`config.mk`:
```
export PLATFORM = sky130hd
export DESIGN_NAME = counter_seq_ctrl_flat
export DESIGN_NICKNAME = d
export VERILOG_FILES = /design/src/rtl/counter_seq_ctrl_if.sv /design/src/rtl/counter_seq_ctrl.sv /design/src/flat_wrapper.sv
export SDC_FILE = /design/constraint.sdc
export NUM_CORES = 1
export LEC_CHECK = 0
export ABC_AREA = 1
export ABC_CLOCK_PERIOD_IN_PS = 1050
export BUFFER_PORTS_ARGS = -buffer_cell sky130_fd_sc_hd__buf_2
export CAP_MARGIN = 20
export CELL_PAD_IN_SITES_DETAIL_PLACEMENT = 1
export CELL_PAD_IN_SITES_GLOBAL_PLACEMENT = 1
export CORE_MARGIN = 2
export CORE_UTILIZATION = 33
export DETAILED_ROUTE_END_ITERATION = 6
export PLACE_DENSITY_LB_ADDON = 0.1
export SYNTH_ARGS = -nofsm -noshare
export SYNTH_HDL_FRONTEND = slang
export SYNTH_SLANG_ARGS = --single-unit
```
`constraint.sdc`:
```
create_clock -name C -period 1.05 [get_ports C]
set_input_delay 0.105 -clock C [delete_from_list [all_inputs] [get_ports C]]
set_output_delay 0.105 -clock C [all_outputs]
set_load 0.02 [all_outputs]
```
`src/rtl/counter_seq_ctrl_if.sv`:
```
// ----------------------------------------------------------------------------
// counter_seq_ctrl_if
// Bundles the system-control and ripple-counter signals of the counter
// sequencer so that they can be passed around as one port.
//
//   START     request to begin a run (sampled by the sequencer in IDLE)
//   STOP      abort request
//   MODE      0 one-shot, 1 periodic auto-reload
//   LOAD_VAL  preset value for the counter
//   TERM_VAL  terminal value that ends a run
//   CNT_Q     counter Q output
//   CNT_C     count clock to the counter
//   CNT_CLR   counter preset strobe
//   CNT_DCLR  preset data to the counter
//   BUSY      sequencer is not idle
//   DONE      one-cycle pulse, run reached TERM_VAL
//   WRAP      one-cycle pulse, expected value wrapped all-ones -> 0
//   ERR       sticky mismatch flag
//
// slave  : the sequencer side
// master : system control plus counter side
// ----------------------------------------------------------------------------
interface counter_seq_ctrl_if #(
    parameter int DATA_WIDTH = 4
);
    logic                  START;
    logic                  STOP;
    logic                  MODE;
    logic [DATA_WIDTH-1:0] LOAD_VAL;
    logic [DATA_WIDTH-1:0] TERM_VAL;
    logic [DATA_WIDTH-1:0] CNT_Q;
    logic                  CNT_C;
    logic                  CNT_CLR;
    logic [DATA_WIDTH-1:0] CNT_DCLR;
    logic                  BUSY;
    logic                  DONE;
    logic                  WRAP;
    logic                  ERR;

    modport slave (
        input  START, STOP, MODE, LOAD_VAL, TERM_VAL, CNT_Q,
        output CNT_C, CNT_CLR, CNT_DCLR, BUSY, DONE, WRAP, ERR
    );

    modport master (
        output START, STOP, MODE, LOAD_VAL, TERM_VAL, CNT_Q,
        input  CNT_C, CNT_CLR, CNT_DCLR, BUSY, DONE, WRAP, ERR
    );
endinterface

```
`src/rtl/counter_seq_ctrl.sv`:
```
// ----------------------------------------------------------------------------
// counter_seq_ctrl
// Sequencer for a ripple counter with a DCLR/C/CLR interface. It presets the
// counter, issues count pulses one at a time, lets the ripple chain settle
// after each event and compares Q with an internally tracked expected value.
// A run ends with DONE when Q reaches the terminal value; in periodic mode the
// run then reloads and repeats until STOP or reset.
//
// Ports
//   C       clock, all logic on the rising edge
//   notRST  synchronous active-low reset
//   bus     counter_seq_ctrl_if.slave (control inputs, counter Q, all outputs)
//
// All outputs are registered. Each output register captures the decode of the
// state the FSM is leaving at that edge, so the visible waveform trails the
// state register by one cycle; STOP clears the decode so outputs drop on the
// same edge that returns the FSM to IDLE.
// ----------------------------------------------------------------------------
module counter_seq_ctrl #(
    parameter int DATA_WIDTH = 4,
    parameter int CLR_CYC    = 1,
    parameter int SETTLE_CYC = 2
) (
    input  logic                C,
    input  logic                notRST,
    counter_seq_ctrl_if.slave   bus
);

    typedef enum logic [2:0] {
        IDLE,
        LOAD,
        SETTLE,
        CHECK,
        PULSE,
        LOW,
        FIN
    } state_t;

    // One shared dwell counter serves both LOAD and SETTLE.
    localparam int MAX_CYC = (CLR_CYC > SETTLE_CYC) ? CLR_CYC : SETTLE_CYC;
    localparam int CW      = (MAX_CYC > 1) ? $clog2(MAX_CYC) : 1;
    localparam logic [CW-1:0] CLR_LAST    = CW'(CLR_CYC - 1);
    localparam logic [CW-1:0] SETTLE_LAST = CW'(SETTLE_CYC - 1);

    state_t                state_q;
    state_t                state_d;
    logic [CW-1:0]         cyc_q;

    logic [DATA_WIDTH-1:0] load_q;
    logic [DATA_WIDTH-1:0] term_q;
    logic                  mode_q;
    logic [DATA_WIDTH-1:0] exp_q;
    logic                  err_q;

    logic                  cnt_c_q,  cnt_c_d;
    logic                  cnt_clr_q, cnt_clr_d;
    logic                  busy_q,   busy_d;
    logic                  done_q,   done_d;
    logic                  wrap_q,   wrap_d;

    logic                  accept;
    logic                  mismatch;

    assign accept   = (state_q == IDLE) && bus.START && !bus.STOP;
    assign mismatch = (bus.CNT_Q != exp_q);

    // ------------------------------------------------------------------
    // State register and dwell counter
    // ------------------------------------------------------------------
    // NOTE: every clocked process uses non-blocking assignments so that all
    // registers sample the pre-edge values of each other.
    always_ff @(posedge C) begin
        if (!notRST) begin
            state_q <= IDLE;
            cyc_q   <= '0;
        end else begin
            state_q <= state_d;
            // Restart the dwell count on every state change.
            cyc_q   <= (state_d != state_q) ? '0 : cyc_q + 1'b1;
        end
    end

    // ------------------------------------------------------------------
    // Next-state logic
    // ------------------------------------------------------------------
    // NOTE: state_d gets a default before the case so no path leaves it
    // unassigned, which would otherwise infer a latch.
    always_comb begin
        state_d = state_q;
        if (bus.STOP) begin
            state_d = IDLE;
        end else begin
            unique case (state_q)
                IDLE:    if (bus.START) state_d = LOAD;
                LOAD:    if (cyc_q == CLR_LAST) state_d = SETTLE;
                SETTLE:  if (cyc_q == SETTLE_LAST) state_d = CHECK;
                CHECK: begin
                    if (mismatch)                   state_d = IDLE;
                    else if (bus.CNT_Q == term_q)   state_d = FIN;
                    else                            state_d = PULSE;
                end
                PULSE:   state_d = LOW;
                LOW:     state_d = SETTLE;
                FIN:     state_d = mode_q ? LOAD : IDLE;
                default: state_d = IDLE;
            endcase
        end
    end

    // ------------------------------------------------------------------
    // Output decode (captured by the output register below)
    // ------------------------------------------------------------------
    always_comb begin
        busy_d    = (state_q != IDLE);
        cnt_clr_d = (state_q == LOAD);
        cnt_c_d   = (state_q == PULSE);
        done_d    = (state_q == FIN);
        wrap_d    = (state_q == PULSE) && (&exp_q);
        if (bus.STOP) begin
            busy_d    = 1'b0;
            cnt_clr_d = 1'b0;
            cnt_c_d   = 1'b0;
            done_d    = 1'b0;
            wrap_d    = 1'b0;
        end
    end

    always_ff @(posedge C) begin
        if (!notRST) begin
            cnt_c_q   <= 1'b0;
            cnt_clr_q <= 1'b0;
            busy_q    <= 1'b0;
            done_q    <= 1'b0;
            wrap_q    <= 1'b0;
        end else begin
            cnt_c_q   <= cnt_c_d;
            cnt_clr_q <= cnt_clr_d;
            busy_q    <= busy_d;
            done_q    <= done_d;
            wrap_q    <= wrap_d;
        end
    end

    // ------------------------------------------------------------------
    // Run parameters, expected value and error flag
    // ------------------------------------------------------------------
    always_ff @(posedge C) begin
        if (!notRST) begin
            load_q <= '0;
            term_q <= '0;
            mode_q <= 1'b0;
            exp_q  <= '0;
            err_q  <= 1'b0;
        end else if (accept) begin
            load_q <= bus.LOAD_VAL;
            term_q <= bus.TERM_VAL;
            mode_q <= bus.MODE;
            exp_q  <= bus.LOAD_VAL;
            err_q  <= 1'b0;
        end else if (!bus.STOP) begin
            unique case (state_q)
                // Periodic reload re-arms the expected value from the
                // latched preset.
                LOAD:    exp_q <= load_q;
                CHECK:   if (mismatch) err_q <= 1'b1;
                // Wraps naturally modulo 2^DATA_WIDTH.
                PULSE:   exp_q <= exp_q + 1'b1;
                default: ;
            endcase
        end
    end

    assign bus.CNT_C    = cnt_c_q;
    assign bus.CNT_CLR  = cnt_clr_q;
    assign bus.CNT_DCLR = load_q;
    assign bus.BUSY     = busy_q;
    assign bus.DONE     = done_q;
    assign bus.WRAP     = wrap_q;
    assign bus.ERR      = err_q;

endmodule
```
`src/flat_wrapper.sv`:
```
// flat-port wrapper written by rule: the top's interface ports become plain ports
module counter_seq_ctrl_flat 
#(
    parameter int DATA_WIDTH = 4,
    parameter int CLR_CYC    = 1,
    parameter int SETTLE_CYC = 2
)
  (C, notRST, bus_START, bus_STOP, bus_MODE, bus_LOAD_VAL, bus_TERM_VAL, bus_CNT_Q, bus_CNT_C, bus_CNT_CLR, bus_CNT_DCLR, bus_BUSY, bus_DONE, bus_WRAP, bus_ERR);
  counter_seq_ctrl_if #(.DATA_WIDTH(DATA_WIDTH)) bus_i ();
  input  logic C;
  input  logic notRST;
  input wire logic [$bits(bus_i.START)-1:0] bus_START;
  input wire logic [$bits(bus_i.STOP)-1:0] bus_STOP;
  input wire logic [$bits(bus_i.MODE)-1:0] bus_MODE;
  input wire logic [$bits(bus_i.LOAD_VAL)-1:0] bus_LOAD_VAL;
  input wire logic [$bits(bus_i.TERM_VAL)-1:0] bus_TERM_VAL;
  input wire logic [$bits(bus_i.CNT_Q)-1:0] bus_CNT_Q;
  output wire logic [$bits(bus_i.CNT_C)-1:0] bus_CNT_C;
  output wire logic [$bits(bus_i.CNT_CLR)-1:0] bus_CNT_CLR;
  output wire logic [$bits(bus_i.CNT_DCLR)-1:0] bus_CNT_DCLR;
  output wire logic [$bits(bus_i.BUSY)-1:0] bus_BUSY;
  output wire logic [$bits(bus_i.DONE)-1:0] bus_DONE;
  output wire logic [$bits(bus_i.WRAP)-1:0] bus_WRAP;
  output wire logic [$bits(bus_i.ERR)-1:0] bus_ERR;
  assign bus_i.START = bus_START;
  assign bus_i.STOP = bus_STOP;
  assign bus_i.MODE = bus_MODE;
  assign bus_i.LOAD_VAL = bus_LOAD_VAL;
  assign bus_i.TERM_VAL = bus_TERM_VAL;
  assign bus_i.CNT_Q = bus_CNT_Q;
  assign bus_CNT_C = bus_i.CNT_C;
  assign bus_CNT_CLR = bus_i.CNT_CLR;
  assign bus_CNT_DCLR = bus_i.CNT_DCLR;
  assign bus_BUSY = bus_i.BUSY;
  assign bus_DONE = bus_i.DONE;
  assign bus_WRAP = bus_i.WRAP;
  assign bus_ERR = bus_i.ERR;
  counter_seq_ctrl #(.DATA_WIDTH(DATA_WIDTH), .CLR_CYC(CLR_CYC), .SETTLE_CYC(SETTLE_CYC)) u_core (.C(C), .notRST(notRST), .bus(bus_i));
endmodule
```
==> impl_metrics.env <==
export IMPL_status="complete, but fails checks"
export IMPL_violations="negative setup slack"
export IMPL_p_per_area_mw_per_mm2=977
export IMPL_port_buffers=26
export IMPL_initial_core_util=0.349
export IMPL_internal_power_uw=1330
export IMPL_wl_per_cell_um=16.1
export IMPL_nets=260
export IMPL_first_pass_iters=4
export IMPL_ys_ff_latch=23
export IMPL_end_kind="flop"
export IMPL_synth_edf_count=0
export IMPL_setup_viol=20
export IMPL_peakVddDrop_uv=478
export IMPL_cts_tree="done"
export IMPL_place_inst=271
export IMPL_pin_count=27
export IMPL_leakagePower_uw=0.000942
export IMPL_path_max_fanout=5
export IMPL_holdWs_ps=20.0
export IMPL_instances_no_fill=287
export IMPL_postCtsHoldBufs=0
export IMPL_htreeDepth=1
export IMPL_synth_ff_type="dfxtp_1"
export IMPL_p_sw_frac=0.328
export IMPL_fin_area_mm2=0.00203
export IMPL_ys_seq_area_frac=0.389
export IMPL_fillers=427
export IMPL_hold_path_class="in -> reg"
export IMPL_power_switching_uw=649
export IMPL_grt_max_degree=13
export IMPL_drv_cap=0
export IMPL_numCtsBuffers=3
export IMPL_via_count=1417
export IMPL_gp_congestion=0.890
export IMPL_fp_coreArea_mm2=0.00339
export IMPL_drc=0
export IMPL_crit_path_start_kind="flop"
export IMPL_grt_pass1_vias=1462
export IMPL_postSynthCellCount=174
export IMPL_crit_type="reg -> reg"
export IMPL_antenna_cells=0
export IMPL_p_seq_frac=0.481
export IMPL_synth_area_mm2=0.00118
export IMPL_worst_pin_slew_ps=324
export IMPL_vias_per_cell=4.94
export IMPL_syn_avg_cell_area_um2=6.80
export IMPL_synth_cell_type_count=25
export IMPL_grt_setup_unrepaired="yes"
export IMPL_overflow=0
export IMPL_clock_latency_ps=320
export IMPL_maxSlewHeadroom=0.783
export IMPL_tns_ps=-4050
export IMPL_p_clk_frac=0.222
export IMPL_root_buffer="clkbuf_4"
export IMPL_drt_iter0_markers=34
export IMPL_crit_path_start="u_core.state_q[1]$_SDFF_PN0_"
export IMPL_clock_skew_final_ps=8.69
export IMPL_synth_nets=192
export IMPL_globalRouteTotalUtil=0.211
export IMPL_worst_ep_arrival_time_ps=1560
export IMPL_async_flop_share=0
export IMPL_final_hold_viol_count=0
export IMPL_maxSlewViolCount=0
export IMPL_place_area_mm2=0.00161
export IMPL_area_growth_pct=71.4
export IMPL_path_clk_slew_ps=140
export IMPL_fmaxAchievable_mhz=753
export IMPL_combPwrFrac=0.298
export IMPL_worstPathRequired_ps=1280
export IMPL_fp_dieH_um=63.9
export IMPL_hold_path_startpoint="bus_TERM_VAL[3]"
export IMPL_hpwl_um=2890
export IMPL_cts_sinks=23
export IMPL_r2r_start="u_core.state_q[1]$_SDFF_PN0_"
export IMPL_clockBufferDepth=2
export IMPL_dieArea_mm2=0.00408
export IMPL_pre_cts_slack_ps=-329
export IMPL_period_needed_ps=1330
export IMPL_ant_nets=0
export IMPL_antenna_found_initial=0
export IMPL_wl_um=4620
export IMPL_grt_pass1_wl_um=6730
export IMPL_fin_crit_sh=1.26
export IMPL_fp_row_count=21
export IMPL_ys_warn_count=0
export IMPL_setup_slack_ps=-277
export IMPL_drive_gt1_frac=0.610
export IMPL_die_w_um=63.9
-- metal layers --
| layer | vias up | part of all wire | global-route usage |
|---|---|---|---|
| met1 | 690 | 0.42 | 0.246 |
| met3 | 7 | 0.025 | 0.0264 |
| li1 | 695 | - | - |
| met2 | 25 | 0.54 | 0.397 |
| met5 | - | 0 | 0 |
| met4 | 0 | 0.014 | 0.0625 |
-- Yosys cell counts, types with 2 or more instances --
cell type	n	area share
nor2_2	5	0.026
dfxtp_1	23	0.39
xor2_1	2	0.015
a31oi_1	4	0.021
o21ai_0	7	0.030
o22ai_1	2	0.011
nand2_2	2	0.011
nand3_1	12	0.051
inv_1	17	0.054
o21ai_1	3	0.013
nand2_1	53	0.17
a21oi_1	9	0.038
buf_2	2	0.0085
buf_4	2	0.013
o211ai_1	2	0.013
nand3_2	2	0.017
nor2_1	13	0.041
inv_2	7	0.022
-- critical path: stages (launching register included) --
cell	delay, ps
dfxtp_4	400
inv_4	80
nand2_4	60
nor2_4	130
nand3_4	140
buf_4	170
buf_6	110
o21ai_2	100
a21oi_1	50
-- path summary, 6_finish.rpt --
kind	slack [ps]	cells after the start	to
hold / removal	20	3	u_core.term_q[3]$_SDFFE_PN0P_
hold reg to reg	480	2	u_core.bus.CNT_DCLR[1]$_SDFFE_PN0P_
setup / recovery	-280	8	u_core.term_q[2]$_SDFFE_PN0P_
setup reg to reg	-280	8	u_core.term_q[2]$_SDFFE_PN0P_
-- state kept, by name, indices dropped and copies added (netlist names) --
name,cells
u_core.bus.BUSY,1
u_core.bus.CNT_C,1
u_core.bus.CNT_CLR,1
u_core.bus.CNT_DCLR,4
u_core.bus.DONE,1
u_core.bus.ERR,1
u_core.bus.WRAP,1
u_core.cyc_q,1
u_core.exp_q,4
u_core.mode_q,1
u_core.state_q,3
u_core.term_q,4
-- power groups by stage --
stage	logic [uW]	registers [uW]	clock network (uW)
finish	589	952	439
global route	635	958	503
CTS	473	948	434
detailed placement	395	969	0
global placement	378	966	0
floorplan	210	976	0
-- cells by family after synthesis --
kind of cell | after synthesis | share of synthesized area
simple gates | 92 | 0.353
compound gates | 28 | 0.134
fa+ha+maj | 1 | 0.0106
xor+xnor | 2 | 0.0148
buf+inv | 28 | 0.0974
flops | 23 | 0.389
-- per-stage QoR --
step	total power, uW	utilization
floorplan	1190	-
global placement	1340	0.474
detailed placement	1360	0.474
CTS	1850	0.532
global route	2100	0.598
finish	1980	0.598
-- cell type report --
cell class                      count  area, um^2  area share
Clock buffer                        4        26.3      0.0130
Inverter                           24         113      0.0556
Sequential cell                    23         487       0.240
Multi-Input combinational cell    125         860       0.424
Timing Repair Buffer               65         484       0.239
Tap cell                           46        57.6      0.0284
-- what timing repair did --
| item | in CTS | in global routing |
|---|---|---|
| pin swaps | 13 | 12 |
| resized for setup | 37 | 54 |
| setup endpoints to repair | 22 | 22 |
| buffers inserted | 7 | 6 |
| gates cloned | 2 | 0 |
-- layout by cell type (no fill, tap or decap), types with 6 or more instances in the layout --
cell type / n
nor2_1: 9
buf_2: 26
dfxtp_1: 12
buf_6: 11
nand2_2: 19
nand2_1: 30
dfxtp_2: 6
nand2_4: 7
nand3_1: 7
nor2_4: 6
inv_1: 15
buf_4: 26
No activity file was read; power rests on OpenSTA's default activity.
